### src/rtl/rv32_fetch_pkg.sv
// rv32_fetch_pkg: shared widths, constants and parcel helpers for the fetch front end
package rv32_fetch_pkg;
  localparam int PARCEL_W = 16;
  localparam logic [31:0] NOP = 32'h0000_0013;
  function automatic logic is_compressed(input logic [PARCEL_W-1:0] p);
    return p[1:0] != 2'b11;
  endfunction
endpackage

### src/rtl/rv32_parcel_fifo.sv
// rv32_parcel_fifo: circular halfword buffer with 0/1/2 parcel push and pop per cycle
module rv32_parcel_fifo
  import rv32_fetch_pkg::*;
#(
  parameter int DEPTH = 8
) (
  input  logic                      clk,
  input  logic                      rst,
  input  logic                      clear_i,
  input  logic [1:0]                push_n_i,
  input  logic [31:0]               push_d_i,
  input  logic [1:0]                pop_n_i,
  output logic [$clog2(DEPTH):0]    count_o,
  output logic [PARCEL_W-1:0]       h0_o,
  output logic [PARCEL_W-1:0]       h1_o
);
  localparam int AW = $clog2(DEPTH);
  logic [PARCEL_W-1:0] mem_q [DEPTH];
  logic [AW-1:0] wr_q, wr_d, rd_q, rd_d;
  logic [AW:0] cnt_q, cnt_d;
  // parcel storage; contents are meaningless outside [rd, rd+count) so no reset
  always_ff @(posedge clk) begin
    if (push_n_i != 2'd0) mem_q[wr_q] <= push_d_i[15:0];
    if (push_n_i == 2'd2) mem_q[wr_q + AW'(1)] <= push_d_i[31:16];
  end
  // pointer and occupancy next state; pointers wrap for free since DEPTH is a power of two
  always_comb begin
    wr_d  = clear_i ? '0 : wr_q + AW'(push_n_i);
    rd_d  = clear_i ? '0 : rd_q + AW'(pop_n_i);
    cnt_d = clear_i ? '0 : cnt_q + (AW+1)'(push_n_i) - (AW+1)'(pop_n_i);
  end
  // pointer and occupancy registers
  always_ff @(posedge clk or posedge rst) begin
    if (rst) begin
      wr_q  <= '0;
      rd_q  <= '0;
      cnt_q <= '0;
    end else begin
      wr_q  <= wr_d;
      rd_q  <= rd_d;
      cnt_q <= cnt_d;
    end
  end
  // the issue rule upstream must keep pushes within capacity and pops within occupancy
  always_ff @(posedge clk) begin
    if (!rst && !clear_i) begin
      assert (int'(cnt_q) + int'(push_n_i) <= DEPTH);
      assert (pop_n_i <= 2'(cnt_q > 1 ? 2 : cnt_q));
    end
  end
  assign count_o = cnt_q;
  assign h0_o = mem_q[rd_q];
  assign h1_o = mem_q[rd_q + AW'(1)];
endmodule

### src/rtl/rv32_fetch_queue.sv
// rv32_fetch_queue: pipelined instruction fetch with parcel queue and halfword alignment
module rv32_fetch_queue
  import rv32_fetch_pkg::*;
#(
  parameter int          DEPTH    = 8,
  parameter int          MAX_OUT  = 2,
  parameter logic [31:0] RESET_PC = 32'h0000_0000
) (
  input  logic        clk,
  input  logic        rst,
  input  logic        redirect_valid,
  input  logic [31:0] redirect_pc,
  output logic        imem_req,
  output logic [31:0] imem_addr,
  input  logic        imem_gnt,
  input  logic        imem_rvalid,
  input  logic [31:0] imem_rdata,
  output logic        out_valid,
  input  logic        out_ready,
  output logic [31:0] out_inst,
  output logic [31:0] out_pc,
  output logic        out_is_comp
);
  localparam int CW = $clog2(DEPTH) + 1;
  logic [31:0] fetch_addr_q, fetch_addr_d, head_pc_q, head_pc_d;
  logic [2:0] out_cnt_q, out_cnt_d, drop_q, drop_d;
  logic skip_low_q, skip_low_d;
  logic [CW-1:0] count;
  logic [PARCEL_W-1:0] h0, h1;
  logic [1:0] push_n, pop_n;
  logic [31:0] push_d;
  logic comp, req, valid, fire, gnt, keep;
  rv32_parcel_fifo #(.DEPTH(DEPTH)) u_fifo (
    .clk      (clk),
    .rst      (rst),
    .clear_i  (redirect_valid),
    .push_n_i (push_n),
    .push_d_i (push_d),
    .pop_n_i  (pop_n),
    .count_o  (count),
    .h0_o     (h0),
    .h1_o     (h1)
  );
  // issue, response, alignment and redirect next-state; redirect overrides everything
  always_comb begin
    comp  = is_compressed(h0);
    valid = !rst && !redirect_valid && count != '0 && (comp || count >= CW'(2));
    req   = !rst && !redirect_valid && int'(out_cnt_q) < MAX_OUT &&
            (DEPTH - int'(count)) >= 2 * (int'(out_cnt_q) + 1);
    fire  = valid && out_ready;
    gnt   = req && imem_gnt;
    keep  = imem_rvalid && !redirect_valid && drop_q == '0;
    pop_n  = fire ? (comp ? 2'd1 : 2'd2) : 2'd0;
    push_n = keep ? (skip_low_q ? 2'd1 : 2'd2) : 2'd0;
    push_d = skip_low_q ? {16'h0, imem_rdata[31:16]} : imem_rdata;
    out_cnt_d    = out_cnt_q + 3'(gnt) - 3'(imem_rvalid);
    drop_d       = redirect_valid ? out_cnt_q - 3'(imem_rvalid)
                                  : drop_q - 3'(imem_rvalid && drop_q != '0);
    skip_low_d   = redirect_valid ? redirect_pc[1] : skip_low_q && !keep;
    fetch_addr_d = redirect_valid ? redirect_pc : fetch_addr_q + (gnt ? 32'd4 : 32'd0);
    head_pc_d    = redirect_valid ? redirect_pc : head_pc_q + {29'd0, pop_n, 1'b0};
    imem_req    = req;
    imem_addr   = rst ? '0 : {fetch_addr_q[31:2], 2'b00};
    out_valid   = valid;
    out_inst    = rst ? '0 : (comp ? {16'h0, h0} : {h1, h0});
    out_pc      = rst ? '0 : head_pc_q;
    out_is_comp = !rst && comp;
  end
  // fetch state registers
  always_ff @(posedge clk or posedge rst) begin
    if (rst) begin
      fetch_addr_q <= RESET_PC;
      head_pc_q    <= RESET_PC;
      out_cnt_q    <= '0;
      drop_q       <= '0;
      skip_low_q   <= RESET_PC[1];
    end else begin
      fetch_addr_q <= fetch_addr_d;
      head_pc_q    <= head_pc_d;
      out_cnt_q    <= out_cnt_d;
      drop_q       <= drop_d;
      skip_low_q   <= skip_low_d;
    end
  end
endmodule

### config.mk
export PLATFORM = sky130hd
export DESIGN_NAME = rv32_fetch_queue
export DESIGN_NICKNAME = d
export VERILOG_FILES = /design/src/rtl/rv32_fetch_pkg.sv /design/src/rtl/rv32_parcel_fifo.sv /design/src/rtl/rv32_fetch_queue.sv
export SDC_FILE = /design/constraint.sdc
export NUM_CORES = 1
export LEC_CHECK = 0
export CAP_MARGIN = 20
export CELL_PAD_IN_SITES_DETAIL_PLACEMENT = 1
export CELL_PAD_IN_SITES_GLOBAL_PLACEMENT = 2
export CORE_MARGIN = 2
export CORE_UTILIZATION = 25
export CTS_BUF_LIST = sky130_fd_sc_hd__clkbuf_16
export CTS_CLUSTER_SIZE = 40
export DETAILED_ROUTE_END_ITERATION = 10
export GPL_TIMING_DRIVEN = 0
export PLACE_DENSITY = 0.69
export REMOVE_ABC_BUFFERS = 1
export SLEW_MARGIN = 0
export SYNTH_ARGS = -nofsm -noshare
export SYNTH_HDL_FRONTEND = slang
export SYNTH_SLANG_ARGS = --single-unit
### constraint.sdc
create_clock -name clk -period 8.86 [get_ports clk]
set_input_delay 0.886 -clock clk [delete_from_list [all_inputs] [get_ports clk]]
set_output_delay 0.886 -clock clk [all_outputs]
set_load 0.005 [all_outputs]
* Word level (Yosys, flattened, before mapping)
Memory sizes are Yosys's and may differ from the RTL's.
Index checks and enable logic that the tools add are counted.
** Operators by class
- Add/sub/neg operators :: 14
- $lt $le $gt $ge :: 3
- Eq/ne operators :: 2
- Multiplexer cells :: 21
- Reduce and logical (&&, ||, !) cells :: 20
** Operator list (number)
- 2-to-1 mux 32 bit :: 7
- adder 32 x 3 -> 32 bit :: 2
- logical AND 1 bit :: 12
- 2-to-1 mux 3 bit :: 4
- subtractor 3 x 1 -> 3 bit :: 3
- 2-to-1 mux 2 bit :: 4
- adder 3 x 1 -> 3 bit, second input constant :: 2
- adder 3 x 2 -> 3 bit :: 2
- >= comparator 5 x 6 -> 1 bit :: 1
- 2-to-1 mux 1 bit :: 5
- subtractor 4 x 4 -> 5 bit, first input constant :: 1
- adder 3 x 1 -> 4 bit, second input constant :: 1
- adder 4 x 2 -> 4 bit :: 1
- >= comparator 4 x 2 -> 1 bit, second input constant :: 1
- 2-to-1 mux 4 bit :: 1
- nonzero test 4 bit :: 1
- subtractor 4 x 2 -> 4 bit :: 1
- adder 3 x 1 -> 3 bit :: 1
- logical NOT 1 bit :: 3
- logical NOT 3 bit :: 1
- less-than comparator 3 x 2 -> 1 bit, second input constant :: 1
- nonzero test 3 bit :: 1
- == test 2 bit, second input constant :: 1
- inequality test 2 bit, second input constant :: 1
- other kinds (2) :: 2
** Word-level totals
- Register bits :: 81
- RAM bits :: 128
- Bits of input ports :: 70
- Logic and storage cells :: 69
- Memories kept :: 1
** Memory list
- u_fifo.mem_q :: depth 8, width 16, read ports 2, clocked after memory_dff 0, write ports 2, line rv32_parcel_fifo.sv:18 : logic [PARCEL_W-1:0] mem_q [DEPTH];

* Depth between registers and ports, before layout
Gate-level depths: netlist of run 1.
- Word-level depth :: 8
- Depth in mapped cells :: 14
- Gate-level depth less buffers :: 14

* Hierarchy
Synthesis of run 1 repeated with hierarchy kept, for this count alone.
** Second synthesis, totals
- Cell total of the unflattened synthesis :: 1064
- Area, all modules :: 13300.3 um2
** Modules (own cells, without submodules)
- rv32_parcel_fifo :: times used 1, cells an instance 461, area an instance 8097.8 um2
- rv32_fetch_queue :: times used 1, cells an instance 603, area an instance 5202.5 um2

* Least setup slack after synthesis of run 1
No wires, ideal clock.
- Kind :: input -> register
- From :: in rst
- To :: reg fetch_addr_q[16]
- Setup time :: 0.124 ns
- Arrival :: 4.527 ns
- Data required time :: 8.736 ns
- Slack :: 4.209 ns
- Stages on the path :: 10
- Buffers on the path :: 2
- Cell sequence :: clkbuf_1 inv_1 nand4_1 a21oi_1 o211a_1 ha_1 clkbuf_1 nand2_1 o31a_1 o31a_1
** On the way
- Longest elaborated chain between the ends :: 8
** Ends and longest elaborated chain
- from (decl) :: line rv32_fetch_queue.sv:10 : input logic rst,
- logical NOT 1 bit (no line)
- logical AND 1 bit
- logical AND 1 bit (2 in a row) :: line rv32_fetch_queue.sv:48 : req = !rst && !redirect_valid && int'(out_cnt_q) < MAX_OUT &&
- logical AND 1 bit :: line rv32_fetch_queue.sv:51 : gnt = req && imem_gnt;
- 2-to-1 mux 3 bit :: line rv32_fetch_queue.sv:60 : fetch_addr_d = redirect_valid ? redirect_pc : fetch_addr_q + (gnt ? 32'd4 : 32'd0);
- adder 32 x 3 -> 32 bit :: line rv32_fetch_queue.sv:60
- 2-to-1 mux 32 bit :: line rv32_fetch_queue.sv:60
- named net fetch_addr_d[16] :: line rv32_fetch_queue.sv:25 : logic [31:0] fetch_addr_q, fetch_addr_d, head_pc_q, head_pc_d;
- to (signal assigned) :: line rv32_fetch_queue.sv:78 : fetch_addr_q <= fetch_addr_d;
- to (decl) :: line rv32_fetch_queue.sv:25
The timed path passes the listed nets, and every way through them passes these cells.

* Worst setup path after layout of run 1
- From :: reg u_fifo.rd_q[0]
- To :: out out_inst[30]
** On the way
- Longest elaborated chain between the ends :: 4
- Elaborated cells between the ends (all ways) :: 5
** Ends and longest elaborated chain
- from (decl) :: line rv32_parcel_fifo.sv:19 : logic [AW-1:0] wr_q, wr_d, rd_q, rd_d;
- from (signal assigned) :: line rv32_parcel_fifo.sv:40 : rd_q <= rd_d;
- adder 3 x 1 -> 3 bit / memory (8 x 16 bit) (equally long branches)
- memory (8 x 16 bit) (*)
- 2-to-1 mux 32 bit (*) (2 in a row) :: line rv32_fetch_queue.sv:65 : out_inst = rst ? '0 : (comp ? {16'h0, h0} : {h1, h0});
- to (decl) :: line rv32_fetch_queue.sv:20 : output logic [31:0] out_inst,
Mark *: on every way between the ends. The rest lies on a longest branch, timed or not.

==> results of run 1 <==
Yosys cell counts (4+ instances only):
master and count:
sky130_fd_sc_hd__a211oi_1 14, sky130_fd_sc_hd__a21oi_1 40, sky130_fd_sc_hd__a22o_1 64, sky130_fd_sc_hd__a311oi_1 6, sky130_fd_sc_hd__a31oi_1 12, sky130_fd_sc_hd__and2_1 4, sky130_fd_sc_hd__and3_1 14, sky130_fd_sc_hd__and4_1 12
sky130_fd_sc_hd__buf_1 30, sky130_fd_sc_hd__buf_2 16, sky130_fd_sc_hd__buf_4 10, sky130_fd_sc_hd__buf_6 4, sky130_fd_sc_hd__clkbuf_1 45, sky130_fd_sc_hd__dfrtp_1 79, sky130_fd_sc_hd__edfxtp_1 128, sky130_fd_sc_hd__fa_1 6
sky130_fd_sc_hd__ha_1 28, sky130_fd_sc_hd__inv_1 39, sky130_fd_sc_hd__mux2_2 11, sky130_fd_sc_hd__mux2i_1 21, sky130_fd_sc_hd__mux4_2 64, sky130_fd_sc_hd__nand2_1 79, sky130_fd_sc_hd__nand2b_1 11, sky130_fd_sc_hd__nand3_1 24
sky130_fd_sc_hd__nand4_1 21, sky130_fd_sc_hd__nor2_1 70, sky130_fd_sc_hd__nor2b_1 82, sky130_fd_sc_hd__nor3_1 19, sky130_fd_sc_hd__nor3b_1 4, sky130_fd_sc_hd__nor4_1 14, sky130_fd_sc_hd__o21ai_0 17, sky130_fd_sc_hd__o21ai_1 8
sky130_fd_sc_hd__o2bb2ai_1 65, sky130_fd_sc_hd__o311a_1 6, sky130_fd_sc_hd__o31a_1 7, sky130_fd_sc_hd__o31ai_1 7, sky130_fd_sc_hd__or3_1 12, sky130_fd_sc_hd__or4_1 6, sky130_fd_sc_hd__xnor2_1 24, sky130_fd_sc_hd__xor2_1 8
final timing paths:
kind	start	end	slack, ps
max in group asynchronous	rst	head_pc_q[26]$_DFF_PP0_	7510
worst min register to register	head_pc_q[0]$_DFFE_PP0P_	head_pc_q[0]$_DFFE_PP0P_	540
worst min-delay path	head_pc_q[0]$_DFFE_PP0P_	head_pc_q[0]$_DFFE_PP0P_	540
min in group asynchronous	rst	u_fifo.wr_q[0]$_DFF_PP0_	730
worst max register to register	u_fifo.rd_q[0]$_DFF_PP0_	head_pc_q[21]$_DFF_PP0_	4050
worst max-delay path	u_fifo.rd_q[0]$_DFF_PP0_	out_inst[30]	3640
worst max-delay path, stage by stage (launching register included):
cell and delay, ps:
sky130_fd_sc_hd__dfrtp_4 670, sky130_fd_sc_hd__buf_16 310, sky130_fd_sc_hd__mux4_2 560, sky130_fd_sc_hd__mux2i_1 540, sky130_fd_sc_hd__or3_1 880, sky130_fd_sc_hd__a21oi_1 250
sky130_fd_sc_hd__clkdlybuf4s50_1 530
sequential cells by signal, summed over array words and instances, names as in the netlist:
register	count
drop_q	3
fetch_addr_q	30
head_pc_q	32
out_cnt_q	3
skip_low_q	1
u_fifo.count_o	4
u_fifo.mem_q	128
u_fifo.rd_q	3
u_fifo.wr_q	3
routing by layer:
metal	share of wire	GRT usage
met1	0.42	0.224
met2	0.49	0.301
met3	0.066	0.0323
met4	0.022	0.0417
met5	0	0
stage by stage:
step	total power, uW	setup slack, ps	setup TNS, ps	hold WS, ps
after floorplan	1620	3810	0	473
after global placement	1910	-1540	-95750	548
after detailed placement	1970	4000	0	552
after CTS	3030	3570	0	568
after global routing	3160	3510	0	592
final	3000	3640	0	540
final cells by class:
class / count / area [um2]
fillers: 5638 / 34700
repair buffers: 196 / 2300
clock buffers: 27 / 676
well taps: 680 / 851
clock inverters: 22 / 160
multi-input cells: 806 / 6640
flip-flops and latches: 207 / 5830
inverters: 40 / 154
where the power goes:
group	leakage (uW)	total (uW)	internal [uW]	switching [uW]
clock network	0.000440	1050	610	441
registers	0.00209	1190	1110	76.8
logic	0.00321	763	377	386
cell families after synthesis:
family / Yosys count / share of synthesized area
mux: 96 / 0.137
flops: 207 / 0.448
xor+xnor: 32 / 0.0216
fa+ha+maj: 34 / 0.0362
buf+inv: 145 / 0.0487
simple gates: 379 / 0.154
other cells: 1 / 0.000289
compound gates: 263 / 0.154
==> qor.txt, run 1 <==
=================================================================================================
Run status                                                                              completed
Pwr dens                                                                               181 nW/um2
Ports placed on the boundary                                                                  169
Antenna diode count                                                                             0
Number of gates resized after CTS                                                               0
Clock sink total                                                                              207
Mean number of vias per cell                                                                 5.29
Class of the most critical setup path                                                  reg -> out
Share of synthesized area occupied by flip-flops and latches                                0.448
Number of hold buffers added after cts                                                          0
Post-Syn Area                                                                           13000 um2
Placer's final routability congestion estimate                                              0.760
Clock tree from TritonCTS                                                                     yes
Final instance area                                                                     16600 um2
Highest-count cells in the layout ignoring fill and taps                             164 x sky130_fd_sc_hd__clkdlybuf4s50_1, 128 x sky130_fd_sc_hd__edfxtp_1, 82 x sky130_fd_sc_hd__nor2b_1
Total GRT Usage                                                                             0.174
Most common cell after layout, fill and taps aside                                   sky130_fd_sc_hd__clkdlybuf4s50_1
Achievable frequency                                                                      192 MHz
Number of cells in the design after placement                                                1929
Leading area contributor after synthesis                                             sky130_fd_sc_hd__edfxtp_1
Fin. Hold Viols                                                                                 0
Number of synthesized flops with an enable pin                                                128
CTS H-tree depth                                                                                1
Endpoint type of the worst setup path                                                  output pin
Final core occ                                                                              0.324
Number of iterations in the first detailed-routing pass                                         5
Average cell area after synthesis                                                        11.2 um2
P&R area growth vs syn                                                                      27.9%
Clock slew at reported path FFs                                                             60 ps
Most used DFF post-synth                                                             sky130_fd_sc_hd__edfxtp_1
Iteration-0 DRC Markers                                                                       810
Final cycle utilization of the critical path                                                0.589
Core outline area                                                                       51300 um2
DR DRC count                                                                                    0
Final setup violating endpoints                                                                 0
Horizontal die dimension                                                                   232 um
Number of rows in the core area                                                                83
Post-DRT Antenna Nets                                                                           0
Leakage dissipation                                                                    0.00574 uW
Share of layout cells above drive strength 1                                                0.136
Clock period minus worst slack                                                            5220 ps
Clk Latency, worst-skew pair                                                               570 ps
Via count of the first global-routing pass                                                  11000
Number of distinct library cell variants in the gate-level netlist after synthesis             58
Max Clock Skew                                                                            17.3 ps
Number of buffers inserted to repair setup after CTS                                            0
Number of antenna violations at the first check in global routing                               0
Reg2Reg Depth                                                                                  11
Kind of start point of the critical path                                                     flop
Yosys warnings                                                                                  0
Leading cell types by total area after synthesis                                     sky130_fd_sc_hd__edfxtp_1 30%, sky130_fd_sc_hd__dfrtp_1 15%, sky130_fd_sc_hd__mux4_2 11%
Initial cell density of the core                                                            0.253
Worst hold-check path type                                                             reg -> reg
Average wire length per cell after detail routing                                         23.9 um
Nets                                                                                         1382
Number of buffers created by CTS                                                               27
Final non-filler cell total                                                                  1978
Worst hold path cell count                                                                      1
Pin count of the biggest net entering global routing                                           69
Full die area                                                                           53800 um2
Global route total overflow                                                                     0
Max-capacitance violation count                                                                 0
Number of max-slew violations in the final report                                               0
Vias after detailed routing                                                                 10500
Clk root buf                                                                         sky130_fd_sc_hd__clkbuf_16
First-pass GRT wire length                                                                70.6 mm
Async set-or-reset flop fraction in the synthesized netlist                                 0.382
Number of synthesized register bits                                                           207
Clk buf depth                                                                                   3
Detailed Place HPWL                                                                       32.7 mm
Peak fanout along the critical path                                                            44
Synthesized netlist cell count                                                               1157
Worst supply voltage drop on vdd                                                         0.170 mV
Unrepaired setup endpoints after global routing                                             false
Fraction of post-synthesis cell area in the top cell type by area                           0.296
Least-Margin Pin Slew                                                                     1170 ps
Worst-case headroom to the max-slew limit                                                   0.222
Required time worst endpoint                                                              7970 ps
# port buffers                                                                                166
Worst EP arrival                                                                          4330 ps
Die Y                                                                                      232 um
Post-place instance area                                                                15800 um2
Wire length reported by the detailed router                                               47.2 mm
=================================================================================================
Note: power is estimated with default switching activity, not from simulation.
==> run 2, diff against run 1 <==
Clock period 8.86 ns to 5.05 ns, I/O delays scaled along.
==> qor.txt, run 2 (synthesized netlist as in run 1, its figures left out) <==
================================================================================
Run status                                                             completed
Clock sink total                                                             207
Clock tree from TritonCTS                                                    yes
Wire length reported by the detailed router                              47.2 mm
Detailed Place HPWL                                                      32.7 mm
Number of cells in the design after placement                               1929
Max reg flops                                                                128
Critical-path cell list                                             buf_16, mux4_2, mux2i_2, or3_1, a21oi_1, clkdlybuf4s50_1
Number of buffers created by CTS                                              27
Worst supply voltage drop on vdd                                        0.298 mV
Core outline area                                                      51300 um2
Endpoint type of the worst setup path                                 output pin
Required time worst endpoint                                             4550 ps
Max-capacitance violation count                                                0
Largest Register                                                    u_fifo.mem_q
Number of buffers inserted to repair setup after CTS                           0
Pin count of the biggest net entering global routing                          69
Most common cell after layout, fill and taps aside                  sky130_fd_sc_hd__clkdlybuf4s50_1
Total GRT Usage                                                            0.174
Combined buffer and inverter count along the critical path                     2
Die Y                                                                     232 um
Average wire length per cell after detail routing                        23.9 um
Area of the multi-input gates                                           6650 um2
Slowest cell on crit path                                           sky130_fd_sc_hd__or3_1
Max Clock Skew                                                           17.7 ps
Number of iterations in the first detailed-routing pass                        5
Critical Path Start                                                 u_fifo.rd_q[0]$_DFF_PP0_
Highest-count cells in the layout ignoring fill and taps            164 x sky130_fd_sc_hd__clkdlybuf4s50_1, 128 x sky130_fd_sc_hd__edfxtp_1, 82 x sky130_fd_sc_hd__nor2b_1
DR DRC count                                                                   0
Registers with the most flip-flops                                  u_fifo.mem_q: 128 flops, head_pc_q: 32 flops, fetch_addr_q: 30 flops
Kind of start point of the critical path                                    flop
Nets                                                                        1382
Final setup violating endpoints                                                0
Total of fill cells in the finished design                                  5639
Kind of cell with the highest combined delay on the critical path   multiplexers
Post-DRT Antenna Nets                                                          0
Worst EP arrival                                                         4170 ps
# port buffers                                                               166
Final cycle utilization of the critical path                               0.926
Full die area                                                          53800 um2
Pwr dens                                                              317 nW/um2
Unrepaired setup endpoints after global routing                            false
P&R area growth vs syn                                                     28.0%
Least-Margin Pin Slew                                                    1200 ps
Clk buf depth                                                                  3
Vias after detailed routing                                                10500
First-pass GRT wire length                                               70.6 mm
Clock period minus worst slack                                           4680 ps
Antenna diode count                                                            0
Ports placed on the boundary                                                 169
Delay of the slowest cell on the worst path                               840 ps
Global route total overflow                                                    0
Mean number of vias per cell                                                5.29
Class of the most critical setup path                                 reg -> out
Initial cell density of the core                                           0.253
Via count of the first global-routing pass                                 11000
Final non-filler cell total                                                 1978
Number of max-slew violations in the final report                              0
Clk root buf                                                        sky130_fd_sc_hd__clkbuf_16
Number of rows in the core area                                               83
Worst hold-check path type                                           in -> async
Clk Latency, worst-skew pair                                              570 ps
Register area                                                           5830 um2
Leakage dissipation                                                   0.00574 uW
Clock slew at reported path FFs                                            60 ps
Final core occ                                                             0.324
Horizontal die dimension                                                  232 um
Peak fanout along the critical path                                           44
Share of layout cells above drive strength 1                               0.137
Iteration-0 DRC Markers                                                      822
Number of antenna violations at the first check in global routing              0
Placer's final routability congestion estimate                             0.760
Fin. Hold Viols                                                                0
FF-to-FF Start                                                      u_fifo.rd_q[0]$_DFF_PP0_
Worst-case headroom to the max-slew limit                                  0.200
CTS H-tree depth                                                               1
Achievable frequency                                                     214 MHz
================================================================================
## run 2: cell count changes in the layout (fill, tap and decap cells not counted)
cell,delta
sky130_fd_sc_hd__mux2i_2,+1
sky130_fd_sc_hd__mux2i_1,-1
## run 2: path summary, 6_finish.rpt
kind / to / slack (ps) / cells after the start
setup / recovery: out_inst[30] / 370 / 6
hold / removal: head_pc_q[0]$_DFFE_PP0P_ / 340 / 3
setup reg to reg: head_pc_q[21]$_DFF_PP0_ / 400 / 11
hold reg to reg: head_pc_q[0]$_DFFE_PP0P_ / 540 / 1
max in group asynchronous: head_pc_q[26]$_DFF_PP0_ / 4080 / 4
min in group clk: fetch_addr_q[8]$_DFF_PP0_ / 440 / 2
## run 2: layout make-up
type	instances	share of cell area
Clock buffer	27	0.0407
Clock inverter	22	0.00964
Inverter	40	0.00926
Multi-Input combinational cell	806	0.400
Sequential cell	207	0.351
Tap cell	680	0.0512
Timing Repair Buffer	196	0.138
## run 2: stage by stage
step	hold WS, ps	area (um2)	worst slack [ps]	power [uW]	setup TNS, ps
2_1_floorplan	473	12500	4.31	2850	0
3_3_place_gp	548	15000	-4970	3360	-1127780
3_5_place_dp	552	15800	186	3460	0
4_1_cts	326	16600	137	5320	0
5_1_grt	363	16600	134	5540	0
6_report	345	16600	372	5270	0
## run 2: timing repair
action / 4_1_cts / 5_1_grt
setup endpoints to repair: 0 / 1
endpoints found under the hold margin: 0 / 0
hold buffers: 0 / 0
gates resized for setup: 0 / 1
## run 2: power breakdown
| group | leakage, uW | switching, uW | internal, uW |
|---|---|---|---|
| Clock | 0.000440 | 776 | 1070 |
| Combinational | 0.00321 | 678 | 662 |
| Sequential | 0.00209 | 135 | 1950 |
## run 2: per-layer routing
layer,wire length (um),global-route usage
met2,23100,0.301
met5,0,0
met4,1060,0.0417
met1,19900,0.224
met3,3190,0.0323
## run 2: tightest hold or removal path: stages
cell	delay, ps
sky130_fd_sc_hd__buf_4	180
sky130_fd_sc_hd__buf_16	240
sky130_fd_sc_hd__inv_4	300
